## config.mk

```make
export PLATFORM = sky130hd
export DESIGN_NAME = data_mem_arbiter
export DESIGN_NICKNAME = d
export VERILOG_FILES = /design/src/rtl/data_mem_arb_pkg.sv /design/src/rtl/data_mem_arbiter_subword_lane.sv /design/src/rtl/data_mem_arbiter.sv
export SDC_FILE = /design/constraint.sdc
export NUM_CORES = 1
export LEC_CHECK = 0
export ABC_CLOCK_PERIOD_IN_PS = 4900
export CAP_MARGIN = 25
export CORE_MARGIN = 2
export CORE_UTILIZATION = 44
export DETAILED_ROUTE_END_ITERATION = 12
export GPL_ROUTABILITY_DRIVEN = 0
export MAX_ROUTING_LAYER = met4
export PLACE_DENSITY = 0.95
export SKIP_CTS_REPAIR_TIMING = 1
export SLEW_MARGIN = 40
export SYNTH_ARGS = -nofsm -noshare
export SYNTH_HDL_FRONTEND = slang
export SYNTH_SLANG_ARGS = --single-unit
```

## constraint.sdc

```tcl
create_clock -name clk -period 4.9 [get_ports clk]
set_input_delay 0.735 -clock clk [delete_from_list [all_inputs] [get_ports clk]]
set_output_delay 0.735 -clock clk [all_outputs]
set_load 0.01 [all_outputs]
```

## src/rtl/data_mem_arb_pkg.sv

```systemverilog
// Shared types and constants for the data memory arbiter.
package data_mem_arb_pkg;

    typedef enum logic [2:0] {
        IDLE,
        RD,
        RMW_RD,
        WR,
        RESP
    } state_e;

    typedef logic port_id_t;

    localparam logic [1:0] SIZE_BYTE = 2'b00;
    localparam logic [1:0] SIZE_HALF = 2'b01;
    localparam logic [1:0] SIZE_WORD = 2'b10;
    localparam logic [1:0] SIZE_RSVD = 2'b11;

    function automatic logic is_misaligned(input logic [1:0] size, input logic [1:0] off);
        logic bad;
        case (size)
            SIZE_HALF: bad = off[0];
            SIZE_WORD: bad = (off != 2'b00);
            SIZE_RSVD: bad = 1'b1;
            default:   bad = 1'b0;
        endcase
        return bad;
    endfunction

endpackage

```

## src/rtl/data_mem_arbiter_subword_lane.sv

```systemverilog
// Byte/half lane extraction for loads and lane merge for read-modify-write stores.
module subword_lane
    import data_mem_arb_pkg::*;
(
    input  logic [1:0]  size,
    input  logic [1:0]  offset,
    input  logic [31:0] rword,
    input  logic [31:0] wdata,
    output logic [31:0] load_data,
    output logic [31:0] merged
);

    logic [4:0]  shamt;
    logic [31:0] lane_mask;

    always_comb begin
        load_data = rword;
        merged    = wdata;
        shamt     = '0;
        lane_mask = '0;
        case (size)
            SIZE_BYTE: begin
                shamt     = {offset, 3'b000};
                lane_mask = 32'h0000_00ff;
                load_data = (rword >> shamt) & lane_mask;
                merged    = (rword & ~(lane_mask << shamt)) | ((wdata & lane_mask) << shamt);
            end
            SIZE_HALF: begin
                // Half accesses ignore offset[0]
                shamt     = {offset[1], 4'b0000};
                lane_mask = 32'h0000_ffff;
                load_data = (rword >> shamt) & lane_mask;
                merged    = (rword & ~(lane_mask << shamt)) | ((wdata & lane_mask) << shamt);
            end
            default: begin
                load_data = rword;
                merged    = wdata;
            end
        endcase
    end

endmodule

```

## src/rtl/data_mem_arbiter.sv

```systemverilog
// Round-robin two-port controller for a 32-bit data memory without byte enables.
// Optional `ALIGN_CHECK_EN rejects misaligned/reserved requests with an error response.
module data_mem_arbiter
    import data_mem_arb_pkg::*;
#(
    parameter int unsigned MEM_BYTES = 65536,
    parameter bit          RST_PRIO  = 1'b0
) (
    input  logic        clk,
    input  logic        rst_n,
    input  logic        req0_valid,
    output logic        req0_ready,
    input  logic        req0_we,
    input  logic [1:0]  req0_size,
    input  logic [31:0] req0_addr,
    input  logic [31:0] req0_wdata,
    output logic        rsp0_valid,
    output logic [31:0] rsp0_rdata,
    output logic        rsp0_err,
    input  logic        req1_valid,
    output logic        req1_ready,
    input  logic        req1_we,
    input  logic [1:0]  req1_size,
    input  logic [31:0] req1_addr,
    input  logic [31:0] req1_wdata,
    output logic        rsp1_valid,
    output logic [31:0] rsp1_rdata,
    output logic        rsp1_err,
    output logic        mem_write,
    output logic        mem_read,
    output logic [31:0] mem_addr,
    output logic [31:0] mem_wdata,
    input  logic [31:0] mem_rdata
);

    localparam logic [31:0] ADDR_MASK = 32'(MEM_BYTES - 1);

    state_e      state_q, state_d;
    port_id_t    port_q, port_d;
    port_id_t    last_q, last_d;
    logic [1:0]  size_q, size_d;
    logic [31:0] addr_q, addr_d;
    logic [31:0] wdata_q, wdata_d;
    logic [31:0] rdata_q, rdata_d;
`ifdef ALIGN_CHECK_EN
    logic        err_q, err_d;
`endif

    logic        grant_valid;
    port_id_t    grant;
    logic        sel_we;
    logic [1:0]  sel_size;
    logic [31:0] sel_addr;
    logic [31:0] sel_wdata;
    logic        word_access;
    logic [31:0] eff_addr;
    logic [31:0] lane_load;
    logic [31:0] lane_merged;

    subword_lane u_lane (
        .size      (size_q),
        .offset    (addr_q[1:0]),
        .rword     (mem_rdata),
        .wdata     (wdata_q),
        .load_data (lane_load),
        .merged    (lane_merged)
    );

    always_comb begin
        grant_valid = req0_valid | req1_valid;
        // On contention the port that did not win last time is served
        if (req0_valid && req1_valid) grant = ~last_q;
        else                          grant = req1_valid;
        sel_we    = grant ? req1_we    : req0_we;
        sel_size  = grant ? req1_size  : req0_size;
        sel_addr  = grant ? req1_addr  : req0_addr;
        sel_wdata = grant ? req1_wdata : req0_wdata;

        word_access = (size_q == SIZE_WORD) || (size_q == SIZE_RSVD);
        eff_addr    = (word_access ? addr_q : {addr_q[31:2], 2'b00}) & ADDR_MASK;

        state_d = state_q;
        port_d  = port_q;
        last_d  = last_q;
        size_d  = size_q;
        addr_d  = addr_q;
        wdata_d = wdata_q;
        rdata_d = rdata_q;
`ifdef ALIGN_CHECK_EN
        err_d   = err_q;
`endif

        req0_ready = 1'b0;
        req1_ready = 1'b0;
        rsp0_valid = 1'b0;
        rsp1_valid = 1'b0;
        rsp0_rdata = '0;
        rsp1_rdata = '0;
        rsp0_err   = 1'b0;
        rsp1_err   = 1'b0;
        mem_write  = 1'b0;
        mem_read   = 1'b0;
        mem_addr   = '0;
        mem_wdata  = '0;

        case (state_q)
            IDLE: begin
                if (grant_valid && rst_n) begin
                    req0_ready = ~grant;
                    req1_ready = grant;
                    port_d     = grant;
                    size_d     = sel_size;
                    addr_d     = sel_addr;
                    wdata_d    = sel_wdata;
                    rdata_d    = '0;
`ifdef ALIGN_CHECK_EN
                    err_d      = 1'b0;
                    if (is_misaligned(sel_size, sel_addr[1:0])) begin
                        err_d   = 1'b1;
                        state_d = RESP;
                    end else
`endif
                    if (!sel_we)                                           state_d = RD;
                    else if (sel_size == SIZE_BYTE || sel_size == SIZE_HALF) state_d = RMW_RD;
                    else                                                   state_d = WR;
                end
            end
            RD: begin
                mem_read = 1'b1;
                mem_addr = eff_addr;
                rdata_d  = lane_load;
                state_d  = RESP;
            end
            RMW_RD: begin
                mem_read = 1'b1;
                mem_addr = eff_addr;
                wdata_d  = lane_merged;
                state_d  = WR;
            end
            WR: begin
                mem_write = 1'b1;
                mem_addr  = eff_addr;
                mem_wdata = wdata_q;
                state_d   = RESP;
            end
            RESP: begin
                rsp0_valid = ~port_q;
                rsp1_valid = port_q;
                rsp0_rdata = port_q ? '0 : rdata_q;
                rsp1_rdata = port_q ? rdata_q : '0;
`ifdef ALIGN_CHECK_EN
                rsp0_err   = ~port_q & err_q;
                rsp1_err   = port_q & err_q;
`endif
                last_d     = port_q;
                state_d    = IDLE;
            end
            default: state_d = IDLE;
        endcase
    end

    always_ff @(posedge clk) begin
        if (!rst_n) begin
            state_q <= IDLE;
            port_q  <= 1'b0;
            last_q  <= ~RST_PRIO;
            size_q  <= '0;
            addr_q  <= '0;
            wdata_q <= '0;
            rdata_q <= '0;
`ifdef ALIGN_CHECK_EN
            err_q   <= 1'b0;
`endif
        end else begin
            state_q <= state_d;
            port_q  <= port_d;
            last_q  <= last_d;
            size_q  <= size_d;
            addr_q  <= addr_d;
            wdata_q <= wdata_d;
            rdata_q <= rdata_d;
`ifdef ALIGN_CHECK_EN
            err_q   <= err_d;
`endif
        end
    end

endmodule

```

==> results.txt <==
----------------------------------------------------
[Status]
  Result of the run ... completed

[Logic synthesis]
  Sequential share of the synthesized area ... 29.99%
  Number of enable flip-flop cells after synthesis ... 0
  Number of storage elements in the synthesis netlist ... 87
  Number of warnings issued by yosys ... 0
  Main combinational cell family by area after synthesis ... simple AND/OR/NAND/NOR gates
  Fraction of registers with async set/reset ... 0%
  Gate count after technology mapping ... 765
  Most used DFF post-synth ... sky130_fd_sc_hd__dfxtp_1
  Xor/xnor share of the synthesized area ... 0%
  Unique masters post-synth ... 44
  Area of the mapped netlist ... 5808 um^2
  Share of synthesized area spent on multiplexers ... 7.066%
  Simple-gate share of the synthesized area ... 32.36%
  Compound-Gate Fraction of Synth Area ... 22.58%
  Synthesized-area fraction occupied by adder cells ... 0%
  Mapped Avg Cell Area ... 7.592 um^2

[Critical path]
  Critical Path End Type ... primary output
  Length in cells of the worst reg-to-reg path ... 4
  Critical path, cell by cell ... clkdlybuf4s50_1 > o21a_1 > nand2_1 > nor2_1 > clkdlybuf4s50_1
  Critical path start-end classification ... in2out
  Data arrival time of the worst path ... 2.73 ns
  Critical Path Fanout Max ... 13
  Setup slack on the worst flop-to-flop path ... 2.37 ns
  Most numerous cell on the critical path ... sky130_fd_sc_hd__clkdlybuf4s50_1
  Cell family contributing the most delay on the critical path ... buffers and inverters
  Required time of the critical path ... 4.16 ns
  Launching element type of the critical path ... primary input
  Largest stage delay, worst path ... 0.58 ns
  Crit path max-delay cell type ... sky130_fd_sc_hd__clkdlybuf4s50_1
  Combined buffer and inverter count along the critical path ... 2
  Critical register-to-register path startpoint ... size_q[0]$_SDFFE_PN0P_

[Flow run]
  Total of max-cap violations ... 0

[Cells and area]
  Number of antenna repair diodes ... 0
  Area Growth Syn to Fin ... 48.77%
  Combined area of the multi-input logic cells ... 3704 um^2
  Fill cell count ... 1,010
  Finished Cell Area ... 8641 um^2
  Sequential cell area ... 1742 um^2
  Fraction of layout cells with a size suffix above 1 ... 6.160%
  Non-filler cells, final ... 1,146
  Final-stage net count ... 1,139

[STA]
  Relative slew slack ... 47.19%
  Final slew viol count ... 0
  Setup_tns ... 0 ns
  Number of setup violations in the final report ... 0
  Max Freq ... 288.3 MHz
  Max Clock Skew ... 0.008359 ns
  Slew of the pin with the lowest slew margin ... 0.7910 ns
  Post-route setup slack ... 1.432 ns
  Minimum period implied by the final worst setup slack ... 3.468 ns
  Number of endpoints with negative hold slack in the final report ... 0
  Share of the clock period used by the worst path after layout ... 70.78%
  Unrepaired setup endpoints after global routing ... no

[GRT]
  Overall fraction of global-route tracks in use ... 29.51%
  Aggregate global routing overflow ... 0
  Pin count of the biggest net entering global routing ... 54
  Via count of the first global-routing pass ... 6,115
  First-pass GRT wire length ... 32,170 um
  Number of antenna violations at the first check in global routing ... 0

[Placed design]
  Cell area after placement ... 8319 um^2
  Cell count after placement ... 1,130
  Count of buffers from port buffering ... 255
  HPWL after detailed placement ... 15,270 um
  Post-place setup slack ... 1.483 ns

[Clock network]
  Clock tree from TritonCTS ... yes
  H-tree level count ... 3
  Clock latency on the worst-skew pair ... 0.35 ns
  Number of sinks on the clock net ... 87
  Clock edge transition at the registers on the reported setup and hold paths ... 0.06 ns
  Maximum count of clock buffers along a single path ... 2
  Root Buffer ... sky130_fd_sc_hd__clkbuf_16
  Total clock buffers created by CTS ... 9

[Hold path]
  Hold path startpoint ... rdata_q[5]$_SDFFE_PN0P_
  Hold Path Stages ... 2
  Capture endpoint of the worst hold path ... rdata_q[5]$_SDFFE_PN0P_
  Tightest Hold Check Type ... reg2reg

[Power and ir drop]
  Power density cells ... 251.6 nW/um^2
  Largest voltage drop on the vdd net ... 0.2066 mV
  Standby leakage power ... 3.483 nW

[Drt]
  Drt first-iter violations ... 546
  Final wirelength ... 20,800 um
  Iteration count of the initial detailed-routing pass ... 5
  Via/cell ratio ... 5.666
  Antenna viol nets, final ... 0
  Vias post-DR ... 6,493
  DRC violations left ... 0
  WL/cell ... 18.15 um

[Floorplanning]
  Die boundary height ... 118.9 um
  Area of the die ... 14,130 um^2
  Area of the placeable core ... 12,770 um^2
  Die X-Extent ... 118.9 um
  Starting Density ... 45.47%
  Cell Rows ... 41
  Boundary pin count ... 306

----------------------------------------------------
[per-stage QoR]
step                      power, W  hold WS (ns)  utilization, %
after floorplan           0.001191        0.4357               -
after global placement    0.001420        0.4468           65.04
after detailed placement  0.001438        0.4552           65.13
after CTS                 0.002161        0.4636           67.58
after global routing      0.002263        0.5011           67.65
final                     0.002174        0.4639           67.65
[tightest hold or removal path: stages, from the launching register on]
cell and delay, ns:
sky130_fd_sc_hd__dfxtp_1 0.32, sky130_fd_sc_hd__nand2_1 0.05, sky130_fd_sc_hd__a21oi_1 0.05
[area by class of cell]
type | instances | area share, %
inverter | 4 | 0.2027
sequential | 87 | 20.16
multi-input combinational | 599 | 42.86
clock buffer | 9 | 2.606
tap | 172 | 2.491
timing repair buffer | 268 | 30.67
clock inverter | 7 | 1.014
[worst max-delay path by stage]
stage / to / slack, ns / startpoint / cells past startpoint
2_1_floorplan: req1_ready / 2.46 / req1_valid / 5
3_3_place_gp: req0_ready / 1.49 / req0_valid / 5
3_5_place_dp: req0_ready / 1.48 / req0_valid / 5
4_1_cts: req0_ready / 1.46 / req0_valid / 5
5_1_grt: req0_ready / 1.32 / req0_valid / 5
6_report: req0_ready / 1.43 / req0_valid / 5
[cells in the mapped netlist (16+ instances only)]
master                     count  area [um^2]
sky130_fd_sc_hd__buf_4        21        157.7
sky130_fd_sc_hd__and2_1       82        513.0
sky130_fd_sc_hd__a311oi_1     18        157.7
sky130_fd_sc_hd__a22oi_1      24        180.2
sky130_fd_sc_hd__nor2b_1      18        112.6
sky130_fd_sc_hd__and3_1       53        331.6
sky130_fd_sc_hd__buf_2        18        90.09
sky130_fd_sc_hd__mux2i_1      32        320.3
sky130_fd_sc_hd__nor2_1       57        214.0
sky130_fd_sc_hd__a21oi_1      37        185.2
sky130_fd_sc_hd__nand2_1     115        431.7
sky130_fd_sc_hd__clkbuf_1     52        195.2
sky130_fd_sc_hd__o21ai_0      16        80.08
sky130_fd_sc_hd__dfxtp_1      87         1742
[per-layer routing]
layer	share of wire (%)	vias to the layer above	routed length, um	track usage (%)
li1	-	3079	-	-
met1	39	2978	8181	35.27
met2	49	390	10250	49.21
met3	9.0	46	1875	6.370
met4	2.4	0	493	10.19
met5	0	-	0	-
[cells by family after synthesis]
family | after synthesis
buffers and inverters | 96
AOI/OAI and AO/OA | 180
DFF | 87
muxes | 40
and+or+nand+nor | 361
other | 1
[power by group]
| group | switching [W] | leakage [nW] | internal [W] |
|---|---|---|---|
| sequential | 0.0000655 | 0.710 | 0.000771 |
| combinational | 0.000326 | 2.62 | 0.000276 |
| clock | 0.000292 | 0.155 | 0.000443 |
| total | 0.000684 | 3.48 | 0.00149 |
[cell usage in the layout, fill, tap and decap left out, drive strengths merged, types with 2 or more instances in the layout]
cell and n:
nor3 2, clkbuf 9, o21ai 20, a221o 8
mux2i 32, o221ai 8, and3 53, nand3 9
a22oi 24, a32o 8, nand3b 8, nor2 57
bufinv 2, o21a 9, nand2b 3, dfxtp 87
nand2 115, conb 18, buf 13, clkinv 4
a31oi 8, a22o 8, inv 4, nor3b 4
nor2b 18, clkdlybuf4s50 255, a311oi 18, a31o 8
o22ai 8, and2 82, mux2 8, and3b 8
a221oi 8, o211a 2, a21oi 40
No activity file was read; power rests on OpenSTA's default activity.
